==> src/rtl/lift_call_scheduler.sv <==
// lift_call_scheduler
// Latches hall and cabin calls into a pending mask, chooses the next floor
// with a SCAN (collective) policy, steps the car one floor per travel period
// and holds the door open for a fixed time at every served floor.
//
// Ports:
//   clk, rst_n         clock, asynchronous active-low reset
//   hall_req, cab_req  per-floor call inputs (level or pulse, merged)
//   car_floor_o        current car floor
//   dir_up_o           current travel / preference direction (1 = up)
//   moving_o           car travelling between floors
//   door_open_o        door phase at the current floor
//   busy_o             not idle or calls outstanding
//   pending_o          registered pending-request mask
module lift_call_scheduler #(
  parameter int FLOORS        = 8,
  parameter int FW            = 3,
  parameter int HOME_FLOOR    = 0,
  parameter int TRAVEL_CYCLES = 4,
  parameter int DOOR_CYCLES   = 3
) (
  input  logic              clk,
  input  logic              rst_n,
  input  logic [FLOORS-1:0] hall_req,
  input  logic [FLOORS-1:0] cab_req,
  output logic [FW-1:0]     car_floor_o,
  output logic              dir_up_o,
  output logic              moving_o,
  output logic              door_open_o,
  output logic              busy_o,
  output logic [FLOORS-1:0] pending_o
);

  localparam int TW = (TRAVEL_CYCLES > 1) ? $clog2(TRAVEL_CYCLES) : 1;
  localparam int DW = (DOOR_CYCLES > 1) ? $clog2(DOOR_CYCLES) : 1;

  typedef enum logic [1:0] {
    ST_IDLE = 2'd0,
    ST_MOVE = 2'd1,
    ST_DOOR = 2'd2
  } state_e;

  state_e            state_q, state_d;
  logic [FW-1:0]     floor_q, floor_d;
  logic              dir_up_q, dir_up_d;
  logic [FLOORS-1:0] pending_q, pending_d;
  logic [TW-1:0]     travel_q, travel_d;
  logic [DW-1:0]     door_q, door_d;

  logic [FW-1:0]     cur_floor_s;
  logic [FW-1:0]     next_floor_s;
  logic [FLOORS-1:0] cur_onehot_s;
  logic [FLOORS-1:0] next_onehot_s;
  logic [FLOORS-1:0] served_s;
  logic              above_s, below_s, here_s, arrive_hit_s;

  // Floor decode: stray floor codes fold to HOME_FLOOR; derive ahead/behind flags.
  always_comb begin
    if (int'(floor_q) < FLOORS) begin
      cur_floor_s = floor_q;
    end else begin
      cur_floor_s = FW'(HOME_FLOOR);
    end
    if (dir_up_q) begin
      next_floor_s = cur_floor_s + FW'(1);
    end else begin
      next_floor_s = cur_floor_s - FW'(1);
    end
    above_s       = 1'b0;
    below_s       = 1'b0;
    cur_onehot_s  = '0;
    next_onehot_s = '0;
    for (int i = 0; i < FLOORS; i++) begin
      cur_onehot_s[i]  = (i == int'(cur_floor_s));
      next_onehot_s[i] = (i == int'(next_floor_s));
      if (pending_q[i] && (i > int'(cur_floor_s))) begin
        above_s = 1'b1;
      end else if (pending_q[i] && (i < int'(cur_floor_s))) begin
        below_s = 1'b1;
      end else begin
        above_s = above_s;
      end
    end
    here_s       = |(pending_q & cur_onehot_s);
    arrive_hit_s = |(pending_q & next_onehot_s);
  end

  // Next-state logic for the car sequencer and the pending mask.
  always_comb begin
    state_d  = state_q;
    floor_d  = floor_q;
    dir_up_d = dir_up_q;
    travel_d = travel_q;
    door_d   = door_q;
    served_s = '0;
    case (state_q)
      ST_IDLE: begin
        if (here_s) begin
          state_d  = ST_DOOR;
          door_d   = '0;
          served_s = cur_onehot_s;
        end else if (dir_up_q && above_s) begin
          state_d  = ST_MOVE;
          travel_d = '0;
        end else if (!dir_up_q && below_s) begin
          state_d  = ST_MOVE;
          travel_d = '0;
        end else if (above_s || below_s) begin
          // Nothing ahead: flip preference and re-decide next cycle.
          dir_up_d = ~dir_up_q;
        end else begin
          state_d = ST_IDLE;
        end
      end
      ST_MOVE: begin
        if (travel_q == TW'(TRAVEL_CYCLES - 1)) begin
          travel_d = '0;
          floor_d  = next_floor_s;
          if (arrive_hit_s) begin
            state_d  = ST_DOOR;
            door_d   = '0;
            served_s = next_onehot_s;
          end else begin
            state_d = ST_MOVE;
          end
        end else begin
          travel_d = travel_q + TW'(1);
        end
      end
      ST_DOOR: begin
        // Calls for this floor while the door is open are absorbed.
        served_s = cur_onehot_s;
        if (door_q == DW'(DOOR_CYCLES - 1)) begin
          state_d = ST_IDLE;
          door_d  = '0;
        end else begin
          door_d = door_q + DW'(1);
        end
      end
      default: begin
        state_d = ST_IDLE;
      end
    endcase
    pending_d = (pending_q | hall_req | cab_req) & ~served_s;
  end

  // State, position, direction, counters and pending register.
  always_ff @(posedge clk or negedge rst_n) begin
    if (!rst_n) begin
      state_q   <= ST_IDLE;
      floor_q   <= FW'(HOME_FLOOR);
      dir_up_q  <= 1'b1;
      pending_q <= '0;
      travel_q  <= '0;
      door_q    <= '0;
    end else begin
      state_q   <= state_d;
      floor_q   <= floor_d;
      dir_up_q  <= dir_up_d;
      pending_q <= pending_d;
      travel_q  <= travel_d;
      door_q    <= door_d;
    end
  end

  assign car_floor_o = floor_q;
  assign dir_up_o    = dir_up_q;
  assign moving_o    = (state_q == ST_MOVE);
  assign door_open_o = (state_q == ST_DOOR);
  assign busy_o      = (state_q != ST_IDLE) || (pending_q != '0);
  assign pending_o   = pending_q;

endmodule

==> config.mk <==
export PLATFORM = sky130hd
export DESIGN_NAME = lift_call_scheduler
export DESIGN_NICKNAME = d
export VERILOG_FILES = /design/src/rtl/lift_call_scheduler.sv
export SDC_FILE = /design/constraint.sdc
export NUM_CORES = 1
export LEC_CHECK = 0
export ABC_CLOCK_PERIOD_IN_PS = 3000
export CORE_ASPECT_RATIO = 1.75
export CORE_MARGIN = 2
export CORE_UTILIZATION = 49
export DETAILED_ROUTE_END_ITERATION = 8
export GPL_TIMING_DRIVEN = 0
export PLACE_DENSITY = 0.87
export SLEW_MARGIN = 20
export SYNTH_ARGS = -nofsm -noshare
export SYNTH_HDL_FRONTEND = slang
export SYNTH_SLANG_ARGS = --single-unit
export TNS_END_PERCENT = 10
==> constraint.sdc <==
create_clock -name clk -period 3 [get_ports clk]
set_input_delay 0.3 -clock clk [delete_from_list [all_inputs] [get_ports clk]]
set_output_delay 0.3 -clock clk [all_outputs]
set_load 0.02 [all_outputs]
# Yosys cells after proc, flatten, opt, wreduce, memory -nomap -nowiden
# Cells that the tools add are included.
dict set report totals {
  regBits 18
  latchBits 0
  mem_bits_rw 0
  rom_bits 0
  in_bits 18
  output_inout_bits 15
  elab_cells 135
  mem_count 0
}
dict set report op_classes {
  n_addsub 4
  mul 0
  n_div 0
  n_lt_le_gt_ge 14
  eq_ne 25
  shift 0
  mux 43
  bitwise_logic 10
  n_reduce_logical 33
}
# op count
set op_table {}
lappend op_table {{two-way mux 2 bit} 15}
lappend op_table {{bitwise AND 8 bit} 3}
lappend op_table {{equality test 3 bit (first input constant)} 8}
lappend op_table {{two-way mux 8 bit} 3}
lappend op_table {{one-hot mux 8 bit (3 select lines)} 1}
lappend op_table {{two-way mux 1 bit} 20}
lappend op_table {{logical AND 1 bit} 16}
lappend op_table {{OR 8 bit} 2}
lappend op_table {{OR reduction 8 bit} 2}
lappend op_table {{equality test 2 x 3 -> 1 bit (first input constant)} 4}
lappend op_table {{> comparator 3 bit (first input constant)} 4}
lappend op_table {{one-hot mux 2 bit (3 select lines)} 2}
lappend op_table {{less-than comparator 3 bit (first input constant)} 3}
lappend op_table {{NOT 8 bit} 1}
lappend op_table {{nonzero test 8 bit} 1}
lappend op_table {{equality test 1 x 3 -> 1 bit (first input constant)} 2}
lappend op_table {{equality test 2 bit (second input constant)} 3}
lappend op_table {{> comparator 2 x 3 -> 1 bit (first input constant)} 2}
lappend op_table {{logical NOT 3 bit} 2}
lappend op_table {{less-than comparator 1 x 3 -> 1 bit (first input constant)} 2}
lappend op_table {{less-than comparator 2 x 3 -> 1 bit (first input constant)} 2}
lappend op_table {{!= test 2 x 1 -> 1 bit (second input constant)} 3}
lappend op_table {{AND reduction 3 bit} 2}
lappend op_table {{!= test 5 bit (second input constant)} 1}
lappend op_table {{18 further kinds} 25}

# Depth between registers and ports, before layout
# Gate-level depths: netlist of run 1.
dict set report depth {
  depth_word 21
  ltp_mapped 8
  depth_no_buf 7
}

# Least setup slack after synthesis of run 1
# OpenSTA, ideal clock, no wires.
dict set report synth_path {
  path_kind {reg-to-reg}
  startpoint {register floor_q[0], in the netlist car_floor_o[0]}
  endpoint {register pending_q[6], in the netlist pending_o[6]}
  arrival_ns 2.188
  required_ns 2.901
  slack_ns 0.713
  path_stages_with_launch 8
  period_less_slack_ns 2.287
  cell_sequence {dfrtp_1 > inv_1 > ha_1 > xor2_4 > mux4_2 > mux2i_4 > nor4_1 > a311oi_1}
}
dict set report synth_via {
  elab_chain_len 10
  elab_cells_between_ends 29
  classes_between {add/sub: 2; eq/ne: 14; mux: 5; bitwise: 4; reduce/logical: 4}
}
# element line
set synth_rtl {}
lappend synth_rtl {{from (decl)} 44} ;# logic [FW-1:0] floor_q, floor_d;
lappend synth_rtl {{from (signal assigned)} 151} ;# floor_q <= FW'(HOME_FLOOR);
lappend synth_rtl {{from (signal assigned)} 158} ;# floor_q <= floor_d;
lappend synth_rtl {{subtractor 3 x 1 -> 3 bit / adder 3 x 1 -> 3 bit (equally long branches)} {67, 65}}
lappend synth_rtl {{two-way mux 3 bit} 64} ;# if (dir_up_q) begin
lappend synth_rtl {{equality test 2 x 3 -> 1 bit (tied with other cells)} 75} ;# next_onehot_s[i] = (i == int'(next_floor_s));
lappend synth_rtl {{bitwise AND 8 bit} 85} ;# arrive_hit_s = |(pending_q & next_onehot_s);
lappend synth_rtl {{OR reduction 8 bit} 85}
lappend synth_rtl {{two-way mux 8 bit} 119} ;# if (arrive_hit_s) begin
lappend synth_rtl {{two-way mux 8 bit} 116} ;# if (travel_q == TW'(TRAVEL_CYCLES - 1)) begin
lappend synth_rtl {{one-hot mux 8 bit (3 select lines) (*)} 96} ;# case (state_q)
lappend synth_rtl {{NOT 8 bit (*)} 144} ;# pending_d = (pending_q | hall_req | cab_req) & ~served_s;
lappend synth_rtl {{bitwise AND 8 bit (*)} 144}
lappend synth_rtl {{net pending_d[6]} 46} ;# logic [FLOORS-1:0] pending_q, pending_d;
lappend synth_rtl {{to (signal assigned)} 160} ;# pending_q <= pending_d;
lappend synth_rtl {{to (decl)} 46}
# The timed path passes the listed nets; every way through them passes the cells marked *.
# A chain may end at the register's enable or synchronous reset.

# Worst setup path after layout of run 1
dict set report layout_path {
  startpoint {register floor_q[1], in the netlist car_floor_o[1]}
  endpoint {register pending_q[6], in the netlist pending_o[6]}
}
# Same word-level chain as after synthesis.

==> results of run 1 <==
## kinds of logic (layout without fill, tap and decap cells)
group / after synthesis / in the layout
simple gates: 46 / 46
compound gates: 43 / 43
flops: 18 / 18
buf+inv: 10 / 46
fa+ha+maj: 8 / 8
mux: 5 / 5
xor+xnor: 3 / 3
## worst max-delay path, stage by stage, from the launching register on
cell and delay, ns:
dfrtp_1 0.53, inv_2 0.15, ha_1 0.40, xor2_4 0.33
mux4_2 0.39, mux2i_4 0.29, nor4_1 0.09, a311oi_1 0.25
## sequential cells by signal (all words and copies together) (netlist names)
| signal | flops |
|---|---|
| door_q | 2 |
| state_q | 2 |
| pending_o | 8 |
| dir_up_o | 1 |
| car_floor_o | 3 |
| travel_q | 2 |
## placed cells by master (no fill, tap or decap), types with 2 or more instances in the layout
cell,instances
inv_1,5
a22oi_1,2
nor4_1,3
xnor2_1,2
ha_1,8
nand4_1,2
o21ai_1,3
nand2_1,7
nand3_1,2
a21o_1,3
clkdlybuf4s50_1,32
a21oi_1,4
clkbuf_8,4
o21ai_0,5
nor3_1,9
a22o_1,2
dfrtp_1,17
nor2b_1,5
a221oi_1,5
buf_2,2
o31ai_1,3
a31oi_1,2
nor2_1,8
o221a_1,2
a311oi_1,2
mux4_2,2
inv_2,3
## per-layer routing
layer | global-route usage | routed length, µm | vias to the layer above
met5 | 0 | 0 | -
met4 | 0.09764 | 95 | 0
met3 | 0.03234 | 229 | 9
met2 | 0.5075 | 2163 | 66
met1 | 0.2955 | 1392 | 618
li1 | - | - | 595
## per-stage QoR
| step | util | power (µW) |
|---|---|---|
| global route | 0.6835 | 1532 |
| global placement | 0.6617 | 1212 |
| CTS | 0.6835 | 1430 |
| finish | 0.6835 | 1438 |
| detailed placement | 0.6617 | 1224 |
| floorplan | - | 956.9 |
## worst max path at each step
stage / start / end / slack, ns / depth (start not counted)
floorplan: car_floor_o[0] / pending_o[6] / 0.71 / 7
global placement: car_floor_o[1] / pending_o[3] / 0.54 / 7
detailed placement: car_floor_o[0] / pending_o[6] / 0.52 / 7
CTS: car_floor_o[1] / pending_o[6] / 0.51 / 7
global route: car_floor_o[1] / pending_o[3] / 0.37 / 7
finish: car_floor_o[1] / pending_o[6] / 0.49 / 7
## layout make-up
type | instances | area [µm²]
buffer | 2 | 10.01
clock buffer | 4 | 55.05
fill | 209 | 798.3
inverter | 8 | 30.03
multi-input combinational | 105 | 824.5
sequential | 18 | 451.7
tap | 26 | 32.53
timing repair buffer | 32 | 320.3
## report_power, final
part           total (µW)  internal, µW  switching [µW]
clock                 206           117            89.4
combinational         826           357             468
sequential            406           309            97.5
==> impl_metrics.csv, run 1 <==
group,metric,value,unit
critical_path,worstReg2RegEnd,"pending_o[6]",
synth,post_synth_num_cell_types,50,
timing,worst_slew_pin_slew,0.8601,ns
clock_tree,cts.root.buffer_cell,"clkbuf_8",
clock_tree,clk_transition_reported_paths,0.07,ns
status,run_status,"complete, no violations",
synth,synthMostInstantiatedCell,"dfrtp_1",
synth,yosys_warnings,0,
synth,dominantRegCellSynth,"dfrtp_1",
critical_path,cp-end-kind,"flip-flop",
timing,final_critical_path_setup_slack,0.4945,ns
synth,synth_top_family_by_area,"compound AO/OA/AOI/OAI gates",
critical_path,path_max_fanout,10,
pwr,power_density,834.2,nW/µm²
synth,ys_top_cells_by_count,"17 x dfrtp_1, 9 x nor3_1, 8 x ha_1, 8 x nor2_1, 7 x nand2_1",
drt,antenna_left,0,
synth,postSynthCellCount,133,
layout,finalInstanceArea,1724,µm²
synth,synth_top_area_cell,"dfrtp_1",
clock_tree,clkLatencyLatePin,0.26,ns
synth,synth-compound-area-share,0.2452,
global_route,antenna_found_initial,0,
layout,antenna_cells_inserted,0,
synth,synth-edff-count,0,
critical_path,critical_path_required,3.17,ns
global_route,global_route_total_usage_across_every_layer,0.2688,
synth,yosys-top-cells-area,"dfrtp_1 32%, ha_1 7.6%, nor3_1 3.4%",
layout,num-nets-final,196,
timing,hold_viol,0,
timing,final_layout_worst_hold_slack,0.5267,ns
timing,slew_headroom,0.4248,
layout,drive_above_1_share,0.1124,
floorplan,coreArea,2522,µm²
drt,first_pass_iters,4,
drt,post-route-drc-count,0,
synth,synthMuxAreaShare,0.07034,
drt,post_drt_via_cell_ratio,6.605,
drt,post_drt_wl_per_cell,19.90,µm
critical_path,critical_path_class,"reg -> reg",
placement,placedInstanceArea,1669,µm²
clock_tree,tritoncts,"done",
synth,synth_area_per_cell,9.897,µm²
synth,yosys.area_share.xor_xnor,0.03422,
clock_tree,clock_tree.htree_level_count,1,
timing,period_share,0.8352,
critical_path,startpoint_type,"flip-flop",
flow_run,cap_violations,0,
drt,num_vias,1288,
timing,setup_viol,0,
clock_tree,postCtsSetupBuffers,0,
placement,placed_cells_incl_taps,191,
clock_tree,cts_buffer_count,3,
timing,unrepaired_setup_endpoints_after_global_routing,"false",
floorplan,die_height,72.57,µm
timing,maxSlewViolCount,0,
global_route,grt.overflow.total,0,
synth,synthesis.nets,159,
worst_hold_path,hold_crit_class,"in -> async",
synth,synth.ff_latch_count,18,
pwr,power_leakage,0.0006917,µW
layout,final_cells,195,
placement,detailedPlace.worstSlack,0.5228,ns
clock_tree,cts.sinks,18,
timing,timing.clock.skew,0.001603,ns
placement,post-dp-hpwl,2911,µm
synth,post_synth_and_or_nand_nor_area_fraction,0.2006,
clock_tree,cts_resized,0,
global_route,grt_first_pass_wirelength,6327,µm
timing,max_clock_freq,399.1,MHz
clock_tree,post_cts_hold_buffer_count,0,
drt,postRouteWirelength,3880,µm
drt,first_iter_violations,80,
floorplan,core.rowCount,24,
global_route,first_global_vias,1314,
synth,postSynth.asyncResetShare,1.000,
critical_path,critical_path_arrival,2.67,ns
floorplan,top_level_pins,33,
placement,port_buffers,32,
synth,mappedNetlistArea,1316,µm²
clock_tree,bufs_on_longest_clock_path,2,
synth,synth.top_cell.area_share,0.3232,
timing,totalNegativeSetupSlack,0,ns
critical_path,depth_of_the_worst_register_to_register_path,7,
pwr,vdd.ir_drop.worst,0.5152,mV
global_route,largest_net_degree_at_the_start_of_global_routing,19,
floorplan,floorplan.die_area,3133,µm²
synth,synth-adder-area-share,0.07605,
critical_path,regToRegSetupSlack,0.49,ns
placement,gpl.final_weighted_congestion,0.9296,
critical_path,crit-reg2reg-launch,"car_floor_o[1]",
timing,layout_min_cycle_time,2.506,ns
layout,area_delta_synth_final,30.99,%
floorplan,initial_core_utilization,0.5218,
floorplan,die_w,43.18,µm
synth,ys_seq_area_frac,0.3432,
Power figures use the tool's default switching activity.
==> run 2: changes to the inputs <==
--- a/config.mk
+++ b/config.mk
@@ -5,13 +5,13 @@
 export SDC_FILE = /design/constraint.sdc
 export NUM_CORES = 1
 export LEC_CHECK = 0
-export ABC_CLOCK_PERIOD_IN_PS = 3000
+export ABC_CLOCK_PERIOD_IN_PS = 2200
 export CORE_ASPECT_RATIO = 1.75
 export CORE_MARGIN = 2
-export CORE_UTILIZATION = 49
+export CORE_UTILIZATION = 44
 export DETAILED_ROUTE_END_ITERATION = 8
 export GPL_TIMING_DRIVEN = 0
-export PLACE_DENSITY = 0.87
+export PLACE_DENSITY = 0.83
 export SLEW_MARGIN = 20
 export SYNTH_ARGS = -nofsm -noshare
 export SYNTH_HDL_FRONTEND = slang
==> constraint.sdc (replaced) <==
create_clock -name clk -period 2.2 [get_ports clk]
set_input_delay 0.22 -clock clk [delete_from_list [all_inputs] [get_ports clk]]
set_output_delay 0.22 -clock clk [all_outputs]
set_load 0.02 [all_outputs]
==> run 2 against run 1 <==
  * Register-to-register slack lost 0.40 ns
  * Sequential cell count is the same
  * Maximum frequency grew 19%
  * Critical endpoint is now pending_o[7]
  * Largest cell class unchanged
==> impl_metrics.csv, run 2 (synthesis results as in run 1) <==
group,metric,value,unit
pwr,share_seq_of_total_power,0.269,
pwr,vdd.ir_drop.worst,0.7187,mV
flow_run,cap_violations,0,
drt,num_vias,1337,
timing,layout_min_cycle_time,2.110,ns
drt,postRouteWirelength,3847,µm
timing,setup_viol,0,
layout,most-common-layout-cells,"32 x clkdlybuf4s50_1, 15 x dfrtp_1, 9 x nor3_1",
floorplan,floorplan.die_area,3462,µm²
critical_path,path_max_fanout,6,
timing,period_share,0.9590,
layout,num-nets-final,200,
floorplan,top_level_pins,33,
placement,port_buffers,32,
drt,post_drt_via_cell_ratio,6.652,
pwr,switching_share,0.4436,
drt,antenna_left,0,
pwr,p_comb_frac,0.614,
pwr,int_pwr,1184,µW
status,run_status,"complete, no violations",
critical_path,cp-end-kind,"flip-flop",
layout,filler_cell_count,234,
layout,antenna_cells_inserted,0,
critical_path,critical_path_class,"reg -> reg",
critical_path,critical_path_arrival,2.27,ns
clock_tree,bufs_on_longest_clock_path,2,
floorplan,initial_core_utilization,0.4546,
timing,max_clock_freq,474.0,MHz
clock_tree,cts.root.buffer_cell,"clkbuf_8",
timing,final_critical_path_setup_slack,0.09024,ns
drt,first_pass_iters,5,
placement,detailedPlace.worstSlack,-0.1721,ns
clock_tree,tritoncts,"done",
worst_hold_path,hold_crit_class,"in -> async",
floorplan,coreArea,2895,µm²
placement,placedInstanceArea,1674,µm²
clock_tree,cts.sinks,18,
placement,post-dp-hpwl,2854,µm
critical_path,startpoint_type,"flip-flop",
pwr,power_leakage,0.0007113,µW
clock_tree,cts_buffer_count,3,
layout,drive_above_1_share,0.1734,
pwr,power_density,1180,nW/µm²
clock_tree,clkLatencyLatePin,0.26,ns
placement,gpl.final_weighted_congestion,0.9407,
critical_path,critical_path_required,2.36,ns
layout,largest_reg_flops,8,
layout,area_delta_synth_final,37.07,%
global_route,grt_first_pass_wirelength,6141,µm
drt,post_drt_wl_per_cell,19.14,µm
timing,hold_viol,0,
layout,finalInstanceArea,1804,µm²
global_route,grt.overflow.total,0,
timing,worst_slew_pin_slew,0.8812,ns
floorplan,die_w,45.35,µm
drt,first_iter_violations,125,
layout,mostFrequentLayoutCell,"clkdlybuf4s50_1",
timing,timing.clock.skew,0.008760,ns
timing,slew_headroom,0.4107,
drt,post-route-drc-count,0,
floorplan,core.rowCount,26,
global_route,antenna_found_initial,0,
global_route,global_route_total_usage_across_every_layer,0.2375,
pwr,p_clk_frac,0.117,
pwr,total_net_switching_power,944.1,µW
clock_tree,clk_transition_reported_paths,0.08,ns
global_route,first_global_vias,1323,
floorplan,die_height,76.36,µm
timing,maxSlewViolCount,0,
clock_tree,clock_tree.htree_level_count,1,
global_route,largest_net_degree_at_the_start_of_global_routing,19,
-- run 2: layout make-up --
class | count | area, µm² | share of cell area
multi-input cells | 105 | 858.3 | 0.4757
flip-flops and latches | 18 | 454.2 | 0.2517
repair buffers | 36 | 362.8 | 0.2011
clock buffers | 4 | 45.04 | 0.02497
well taps | 28 | 35.03 | 0.01942
inverters | 8 | 32.53 | 0.01803
plain buffers | 2 | 16.27 | 0.009015
-- run 2: per-layer routing --
| metal | vias to the layer above | GRT usage | routed length [µm] |
|---|---|---|---|
| li1 | 605 | - | - |
| met1 | 631 | 0.2697 | 1409 |
| met2 | 82 | 0.4100 | 2029 |
| met3 | 19 | 0.02607 | 251 |
| met4 | 0 | 0.1206 | 156 |
| met5 | - | 0 | 0 |
-- run 2: power groups by stage --
stage / registers [µW] / clock network [µW] / logic, µW
4_1_cts: 571 / 253 / 1190
6_report: 573 / 248 / 1310
3_3_place_gp: 561 / 0 / 1080
2_1_floorplan: 581 / 0 / 729
3_5_place_dp: 573 / 0 / 1110
5_1_grt: 584 / 262 / 1410
-- run 2: what timing repair did --
action,4_1_cts,5_1_grt
resized for setup,4,6
pin swaps,1,1
buffers inserted,1,3
endpoints found under the setup margin,6,11
hold buffers,0,0
-- run 2: worst paths after layout --
kind                                start              to  slack (ns)  cells after the start
setup / recovery           car_floor_o[1]    pending_o[7]        0.09                      7
hold / removal                      rst_n    pending_o[7]        0.45                      1
setup reg to reg           car_floor_o[1]    pending_o[7]        0.09                      7
hold reg to reg               travel_q[1]     travel_q[1]        0.55                      2
max in group asynchronous           rst_n  car_floor_o[0]        1.15                      1
min in group clk              travel_q[1]     travel_q[1]        0.55                      2
-- run 2: stage by stage --
step,power [µW],hold WS (ns),util,setup TNS [ns],std cells
3_5_place_dp,1678,0.5391,0.5782,-0.7684,193
3_3_place_gp,1642,0.5110,0.5782,-0.4767,193
6_report,2128,0.4506,0.6232,0,201
2_1_floorplan,1310,-0.07559,-,0,133
4_1_cts,2015,0.4698,0.6072,0,198
5_1_grt,2256,0.5306,0.6232,-0.004111,201
-- run 2: critical path, cell delays in order, from the launching register on --
cell and delay (ns):
dfrtp_2 0.45, inv_2 0.11, ha_4 0.30, xor2_4 0.19, mux4_2 0.35, mux2i_4 0.28, nor4_2 0.08, a221oi_1 0.26
